File: src/rtl/cache_controller.sv
// cache_controller: direct-mapped cache miss handler (victim write-back, line fetch, fill)
// with saturating hit/miss counters.
module cache_controller #(
    parameter int CNT_W = 16
) (
    input  logic             clk,
    input  logic             rst_n,
    input  logic [15:0]      cpu_addr,
    input  logic             cpu_re,
    input  logic             cpu_we,
    input  logic [15:0]      cpu_wdata,
    output logic [15:0]      cpu_rdata,
    output logic             cpu_rdy,
    output logic [10:0]      c_addr,
    output logic [63:0]      c_wr_data,
    output logic             c_wdirty,
    output logic             c_we,
    output logic             c_re,
    input  logic [63:0]      c_rd_data,
    input  logic [4:0]       c_tag_out,
    input  logic             c_hit,
    input  logic             c_dirty,
    output logic [10:0]      mem_addr,
    output logic [63:0]      mem_wdata,
    output logic             mem_re,
    output logic             mem_we,
    input  logic [63:0]      mem_rdata,
    input  logic             mem_rdy,
    output logic [CNT_W-1:0] hit_cnt,
    output logic [CNT_W-1:0] miss_cnt
);
    typedef enum logic [1:0] {IDLE, EVICT, ALLOC, FILL} state_t;
    state_t           state_q, state_d;
    logic [10:0]      vict_addr_q, vict_addr_d;
    logic [63:0]      vict_line_q, vict_line_d, fill_q, fill_d, merged;
    logic             retry_q, retry_d, req;
    logic [CNT_W-1:0] hit_cnt_q, hit_cnt_d, miss_cnt_q, miss_cnt_d;
    logic             unused_addr;
    assign unused_addr = ^cpu_addr[15:13];
    assign req         = cpu_re | cpu_we;
    assign c_addr      = cpu_addr[12:2];
    assign hit_cnt     = hit_cnt_q;
    assign miss_cnt    = miss_cnt_q;
    always_comb begin
        merged = c_rd_data;
        merged[{cpu_addr[1:0], 4'd0} +: 16] = cpu_wdata;
    end
    always_comb begin
        state_d     = state_q;
        vict_addr_d = vict_addr_q;
        vict_line_d = vict_line_q;
        fill_d      = fill_q;
        retry_d     = retry_q;
        hit_cnt_d   = hit_cnt_q;
        miss_cnt_d  = miss_cnt_q;
        cpu_rdata   = 16'h0;
        cpu_rdy     = 1'b0;
        c_wr_data   = 64'h0;
        c_wdirty    = 1'b0;
        c_we        = 1'b0;
        c_re        = 1'b0;
        mem_addr    = 11'h0;
        mem_wdata   = 64'h0;
        mem_re      = 1'b0;
        mem_we      = 1'b0;
        unique case (state_q)
            IDLE: if (req) begin
                c_re      = 1'b1;
                c_wdirty  = 1'b1;
                c_wr_data = merged;
                if (c_hit) begin
                    c_we      = cpu_we;
                    cpu_rdy   = 1'b1;
                    cpu_rdata = c_rd_data[{cpu_addr[1:0], 4'd0} +: 16];
                    retry_d   = 1'b0;
                    // the retry after a fill is the tail of a miss, not a hit
                    hit_cnt_d = (!retry_q && hit_cnt_q != '1) ? hit_cnt_q + CNT_W'(1) : hit_cnt_q;
                end else begin
                    vict_line_d = c_rd_data;
                    vict_addr_d = {c_tag_out, cpu_addr[7:2]};
                    state_d     = c_dirty ? EVICT : ALLOC;
                    miss_cnt_d  = (miss_cnt_q != '1) ? miss_cnt_q + CNT_W'(1) : miss_cnt_q;
                end
            end
            EVICT: begin
                mem_we    = 1'b1;
                mem_addr  = vict_addr_q;
                mem_wdata = vict_line_q;
                state_d   = mem_rdy ? ALLOC : EVICT;
            end
            ALLOC: begin
                mem_re   = 1'b1;
                mem_addr = cpu_addr[12:2];
                fill_d   = mem_rdy ? mem_rdata : fill_q;
                state_d  = mem_rdy ? FILL : ALLOC;
            end
            FILL: begin
                c_we      = 1'b1;
                c_wr_data = fill_q;
                retry_d   = 1'b1;
                state_d   = IDLE;
            end
            default: state_d = IDLE;
        endcase
    end
    always_ff @(posedge clk or negedge rst_n) begin
        if (!rst_n) begin
            state_q     <= IDLE;
            vict_addr_q <= 11'h0;
            vict_line_q <= 64'h0;
            fill_q      <= 64'h0;
            retry_q     <= 1'b0;
            hit_cnt_q   <= '0;
            miss_cnt_q  <= '0;
        end else begin
            state_q     <= state_d;
            vict_addr_q <= vict_addr_d;
            vict_line_q <= vict_line_d;
            fill_q      <= fill_d;
            retry_q     <= retry_d;
            hit_cnt_q   <= hit_cnt_d;
            miss_cnt_q  <= miss_cnt_d;
        end
    end
endmodule

File: config.mk
export PLATFORM = sky130hd
export DESIGN_NAME = cache_controller
export DESIGN_NICKNAME = d
export VERILOG_FILES = /design/src/rtl/cache_controller.sv
export SDC_FILE = /design/constraint.sdc
export NUM_CORES = 1
export LEC_CHECK = 0
export BUFFER_PORTS_ARGS = -buffer_cell sky130_fd_sc_hd__buf_2
export CAP_MARGIN = 0
export CELL_PAD_IN_SITES_DETAIL_PLACEMENT = 1
export CELL_PAD_IN_SITES_GLOBAL_PLACEMENT = 1
export CORE_MARGIN = 5
export CORE_UTILIZATION = 37
export CTS_CLUSTER_SIZE = 40
export DETAILED_ROUTE_END_ITERATION = 12
export PLACE_DENSITY = 0.77
export SLEW_MARGIN = 40
export SYNTH_ARGS = -nofsm -noshare
export SYNTH_HDL_FRONTEND = slang
export SYNTH_SLANG_ARGS = --single-unit
File: constraint.sdc
create_clock -name clk -period 3.1 [get_ports clk]
set_input_delay 0.31 -clock clk [delete_from_list [all_inputs] [get_ports clk]]
set_output_delay 0.31 -clock clk [all_outputs]
set_load 0.01 [all_outputs]
==> results of run 1 <==
[logic make-up (layout without fill, tap and decap cells)]
| logic type | Yosys count | in the layout | share of synthesized area, % |
|---|---|---|---|
| simple gates | 287 | 287 | 16.5 |
| xor+xnor | 29 | 29 | 2.59 |
| other cells | 0 | 3 | 0 |
| flops | 174 | 174 | 44.4 |
| mux | 157 | 157 | 19.9 |
| fa+ha+maj | 11 | 11 | 1.40 |
| buf+inv | 108 | 460 | 5.08 |
| compound gates | 155 | 155 | 10.2 |
[sequential cells by signal (all words and copies together) (netlist names)]
| signal | flops |
|---|---|
| state_q | 2 |
| miss_cnt | 16 |
| retry_q | 1 |
| vict_line_q | 64 |
| vict_addr_q | 11 |
| fill_q | 64 |
| hit_cnt | 16 |
[routing by layer]
metal	global-route usage, %	share of wire (%)	vias up
li1	-	-	3916
met1	33.9	41	4451
met2	44.1	48	376
met3	7.99	7.5	66
met4	11.2	4.0	2
met5	0	0.031	-
[power groups by stage]
stage | logic (mW) | registers, mW | clock network [mW]
6_report | 4.87 | 3.87 | 2.25
5_1_grt | 5.29 | 3.98 | 2.40
3_5_place_dp | 4.90 | 3.90 | 0
3_3_place_gp | 4.78 | 3.82 | 0
4_1_cts | 4.92 | 3.86 | 2.29
2_1_floorplan | 3.02 | 3.71 | 0
[area by class of cell]
| type | count | area [um2] |
|---|---|---|
| Fill cell | 3045 | 13400 |
| Multi-Input combinational cell | 639 | 4990 |
| Sequential cell | 174 | 4350 |
| Timing Repair Buffer | 400 | 2150 |
| Clock buffer | 17 | 425 |
| Tap cell | 335 | 419 |
| Clock inverter | 15 | 188 |
| Inverter | 28 | 105 |
| Antenna cell | 3 | 7.51 |
[path summary, 6_finish.rpt]
check / startpoint / to
min in group asynchronous: rst_n / fill_q[14]$_DFFE_PN0P_
worst min-delay path: mem_rdata[51] / fill_q[51]$_DFFE_PN0P_
worst min register to register: vict_line_q[54]$_DFFE_PN0P_ / vict_line_q[54]$_DFFE_PN0P_
worst max register to register: state_q[0]$_DFFE_PN0P_ / hit_cnt[1]$_DFFE_PN0P_
max in group asynchronous: rst_n / fill_q[36]$_DFFE_PN0P_
worst max-delay path: state_q[0]$_DFFE_PN0P_ / c_wr_data[17]
[layout by cell type (no fill, tap or decap), types with 2 or more instances in the layout]
master	synthesis	final
nand3_1	25	25
nand3b_1	2	2
xor2_1	22	22
a31oi_1	2	2
nor3_1	8	8
a211oi_1	3	3
clkinv_8	0	5
inv_8	0	5
o21ai_0	34	34
nand4_1	10	10
nor4_4	3	3
and2_1	65	65
o22ai_1	17	17
clkbuf_16	0	17
and2b_1	2	2
ha_1	11	9
diode_2	0	3
nand3_2	2	2
xnor2_1	7	7
a22oi_1	44	44
buf_12	0	5
nor3b_1	2	2
buf_2	23	371
nor2_1	29	28
dfrtp_1	174	174
nor4_1	8	7
or2_2	2	2
a21oi_1	34	34
a22o_1	16	16
nand2_1	73	72
mux4_2	16	16
inv_6	0	2
inv_1	27	27
mux2_2	141	141
nor2b_1	42	41
ha_2	0	2
nor4b_2	3	3
buf_4	14	22
[critical path, cell delays in order, from the launching register on]
cell and delay [ns]:
dfrtp_1 0.43, inv_1 0.10, ha_2 0.28, o21ai_2 0.14, inv_2 0.26, buf_4 0.25
buf_4 0.24, a22oi_1 0.10, nor2_1 0.17, buf_2 0.16
[metrics by stage]
step	worst slack [ns]	util, %	power [mW]	instance area (um2)
6_report	0.233	48.5	11.0	12600
5_1_grt	0.0503	48.5	11.7	12600
4_1_cts	0.203	48.4	11.1	12600
3_5_place_dp	0.317	46.1	8.80	12000
3_3_place_gp	0.378	46.1	8.60	12000
2_1_floorplan	0.133	-	6.73	9810
==> flow_metrics.tcl, run 1 <==
set metrics [dict create \
    maxCapViolations 0 \
    wl_um 41400 \
    placed_cells 1575 \
    r2r_cells 6 \
    grt.total_usage_pct 27.1 \
    fp.dieW_um 173 \
    worst_slew_pin_slew_ns 0.690 \
    syn_to_final_growth_pct 28.8 \
    grt_max_degree 80 \
    endpoint_kind "output pin" \
    ctsHoldBuffers 1 \
    final-setup-viol-count 0 \
    status "completed" \
    clock_path_buffers 2 \
    powerDensity_mw_per_mm2 869 \
    drc 0 \
    root_buffer "clkbuf_16" \
    grt_antenna_before_repair 4 \
    pwr-share-comb_pct 44.3 \
    final.min_clock_period_ns 2.87 \
    globalplace.congestion 0.891 \
    fp.dieH_um 173 \
    ff2ff_setup_slack_ns 0.83 \
    power_leakage_nw 6.12 \
    p_sw_share_pct 40.0 \
    gr-total-overflow 0 \
    ys.flop_type "dfrtp_1" \
    synth_fp_nets 1104 \
    first_pass_iters 5 \
    drt_iter0_markers 508 \
    postRouteAntennaNets 0 \
    max_freq_ghz 0.349 \
    grt_pass1_wl_um 61700 \
    maxSlewViolCount 0 \
    start_util_pct 37.6 \
    nets 1443 \
    syn_area_mm2 0.00981 \
    seq_area_frac_synth_pct 44.4 \
    vias_per_cell 5.47 \
    hpwl_um 32000 \
    netlist.top_cell.by_area "dfrtp_1" \
    post-cts-setup-buffers 0 \
    synth-seq-cells 174 \
    cts_tree "yes" \
    rows 59 \
    synth_top_area_share_pct 44.4 \
    synth_area_per_cell_um2 10.6 \
    cts_resized 0 \
    min_path_cells 2 \
    whs_ns 0.0985 \
    fin_crit_sh_pct 92.5 \
    ys_types 52 \
    max_slew_margin_pct 54.0 \
    dieArea_mm2 0.0299 \
    synth_commonest_cells "174 x dfrtp_1, 141 x mux2_2, 73 x nand2_1" \
    power_frac_seq_pct 35.2 \
    clk_latency_ns 0.44 \
    yosys_warnings 0 \
    synth_edf_count 0 \
    pin_count 376 \
    crit_fanout 15 \
    tns_ns 0 \
    cts_buffers 17 \
    drive_gt1_share_pct 47.9 \
    layoutNonFillerInstCount 1611 \
    via_count 8811 \
    p_int_mw 6.59 \
    synthMostInstantiatedCell "dfrtp_1" \
    yosys-top-cells-area "dfrtp_1 44%, mux2_2 16%, and2_1 4.1%" \
    async_flop_share_pct 100 \
    cts_sinks 174 \
    worstSetupPathType "flip-flop to output pin" \
    grt_pass1_vias 9590 \
    clk_pin_slew_ns 0.08 \
    p_sw_mw 4.39 \
    arrival_ns 2.56 \
    min_path_type "primary input to flip-flop" \
    finalClockSkew_ns 0.0180 \
    h-tree-depth 4 \
    coreArea_mm2 0.0261 \
    critPathLaunchType "flip-flop" \
    p_clk_share_pct 20.4 \
    cp.required_ns 2.79 \
    io_buffers 372 \
    synthCells 921 \
    wl_per_cell_um 25.7 \
    ir_drop_v 0.000399 \
    rsz0062_at_grt "no" \
    final_hold_viol_count 0 \
]
(Power assumes the default switching activity.)
==> run 2: changes to the inputs <==
==> constraint.sdc (replaced) <==
create_clock -name clk -period 3.1 [get_ports clk]
set_input_delay 0.31 -clock clk [delete_from_list [all_inputs] [get_ports clk]]
set_output_delay 0.31 -clock clk [all_outputs]
set_load 0.05 [all_outputs]
==> flow_metrics.tcl, run 2 (same netlist as run 1, synthesis figures left out) <==
set metrics [dict create \
    postRouteAntennaNets 0 \
    p_int_mw 7.09 \
    r2r-start "state_q[0]$_DFFE_PN0P_" \
    hpwl_um 32200 \
    final_common_cell "buf_2" \
    rsz0062_at_grt "no" \
    ir_drop_v 0.000690 \
    top_layer "met5" \
    layout_common_cells "366 x buf_2, 174 x dfrtp_1, 141 x mux2_2" \
    clock_path_buffers 2 \
    globalplace.congestion 0.856 \
    wl_met1_um 16900 \
    arrival_ns 2.61 \
    r2r-end "hit_cnt[1]$_DFFE_PN0P_" \
    cp.required_ns 2.79 \
    status "completed" \
    wl_met3_um 3220 \
    dr_wl_met2_um 20300 \
    fp.dieH_um 173 \
    min_path_cells 2 \
    endpoint_kind "output pin" \
    power_frac_seq_pct 27.4 \
    final.min_clock_period_ns 2.92 \
    worst_slew_pin_slew_ns 0.761 \
    design_area_mm2 0.0131 \
    cts_tree "yes" \
    grt.total_usage_pct 27.1 \
    syn_to_final_growth_pct 34.0 \
    final-setup-viol-count 0 \
    critPathLaunchType "flip-flop" \
    clk_latency_ns 0.45 \
    vias_per_cell 5.49 \
    grt_pass1_wl_um 62300 \
    final_hold_viol_count 0 \
    place_area_mm2 0.0125 \
    design_power_total_mw 14.1 \
    grt_antenna_before_repair 7 \
    wl_um 41800 \
    fin_crit_sh_pct 94.2 \
    io_buffers 372 \
    coreArea_mm2 0.0261 \
    gr-total-overflow 0 \
    drive_gt1_share_pct 52.2 \
    grt_pass1_vias 9791 \
    via_count 8828 \
    maxSlewViolCount 0 \
    pin_count 376 \
    grt_max_degree 76 \
    min_from "mem_rdata[41]" \
    max_freq_ghz 0.342 \
    power_leakage_nw 6.23 \
    max_stage_delay_ns 0.58 \
    dieArea_mm2 0.0299 \
    p_sw_share_pct 49.6 \
    root_buffer "clkbuf_16" \
    first_pass_iters 5 \
    crit_fanout 38 \
    p_sw_mw 6.99 \
    wl_per_cell_um 26.0 \
    powerDensity_mw_per_mm2 1070 \
    max_slew_margin_pct 49.3 \
    drc 0 \
    reg.largest.list "fill_q x64, vict_line_q x64" \
    p_clk_share_pct 17.0 \
    nets 1440 \
    worstSetupPathType "flip-flop to output pin" \
    cts_buffers 17 \
    rows 59 \
    maxCapViolations 0 \
    ff2ff_setup_slack_ns 0.76 \
    start_util_pct 37.6 \
    hold_end "fill_q[41]$_DFFE_PN0P_" \
    whs_ns 0.0900 \
    worstPathCellList "inv_1 -> ha_2 -> buf_4 -> nor2b_1 -> buf_2" \
    r2r_cells 6 \
    cts_sinks 174 \
    pwr-share-comb_pct 55.6 \
    fp.dieW_um 173 \
    finalClockSkew_ns 0.0167 \
    slowest_stage "ha_2" \
    min_path_type "primary input to flip-flop" \
    clk_pin_slew_ns 0.08 \
    h-tree-depth 4 \
    drt_iter0_markers 559 \
]
-- run 2: cell types whose count changed in the layout (fill, tap and decap cells not counted), sizes merged --
cell    change
clkinv      -4
inv         -2
bufinv      +3
buf         -3
clkbuf      +2
-- run 2: what timing repair did --
| item | CTS | global route |
|---|---|---|
| setup buffers | 0 | 0 |
| hold buffers | 1 | 0 |
| endpoints found under the hold margin | 72 | 0 |
| resized for setup | 0 | 3 |
| endpoints found under the setup margin | 0 | 32 |
-- run 2: power by group through the flow --
| stage | combinational [mW] | clock [mW] | sequential [mW] |
|---|---|---|---|
| floorplan | 5.73 | 0 | 3.88 |
| CTS | 7.89 | 2.43 | 3.84 |
| finish | 7.83 | 2.39 | 3.85 |
| detailed placement | 7.87 | 0 | 3.88 |
| global route | 8.24 | 2.54 | 3.97 |
| global placement | 7.73 | 0 | 3.79 |
-- run 2: how the worst max path moves through the flow --
stage | startpoint | endpoint | slack [ns]
floorplan | cpu_addr[0] | c_wr_data[34] | -0.05
global placement | cpu_addr[0] | c_wr_data[48] | 0.45
detailed placement | cpu_addr[0] | c_wr_data[48] | 0.38
CTS | state_q[0]$_DFFE_PN0P_ | c_wr_data[25] | 0.08
global route | state_q[0]$_DFFE_PN0P_ | mem_addr[4] | 0.04
finish | state_q[0]$_DFFE_PN0P_ | mem_addr[4] | 0.18
-- run 2: layout make-up --
| class | instances | area, um2 |
|---|---|---|
| Fill cell | 2950 | 12900 |
| Multi-Input combinational cell | 639 | 5410 |
| Sequential cell | 174 | 4350 |
| Timing Repair Buffer | 397 | 2210 |
| Clock buffer | 19 | 453 |
| Tap cell | 335 | 419 |
| Clock inverter | 12 | 173 |
| Inverter | 28 | 108 |
| Antenna cell | 3 | 7.51 |
-- run 2: routing by layer --
metal / track usage, % / vias up
met2: 45.4 / 385
li1: - / 3912
met1: 33.1 / 4453
met4: 9.66 / 6
met5: 0 / -
met3: 8.45 / 72
-- run 2: critical path: cells and delay by family (launching register included) --
| kind | cells | cell delay (ns) |
|---|---|---|
| and+or+nand+nor | 1 | 0.22 |
| DFF | 1 | 0.41 |
| adders and majority gates | 1 | 0.58 |
| buffers and inverters | 3 | 0.92 |
-- run 2: stage by stage --
stage	TNS (ns)	setup WS [ns]	utilization (%)	instances
3_3_place_gp	0	0.445	47.9	1572
5_1_grt	0	0.0436	50.4	1607
4_1_cts	0	0.0794	50.4	1604
2_1_floorplan	-0.0513	-0.0513	-	921
3_5_place_dp	0	0.382	47.9	1572
6_report	0	0.179	50.4	1607
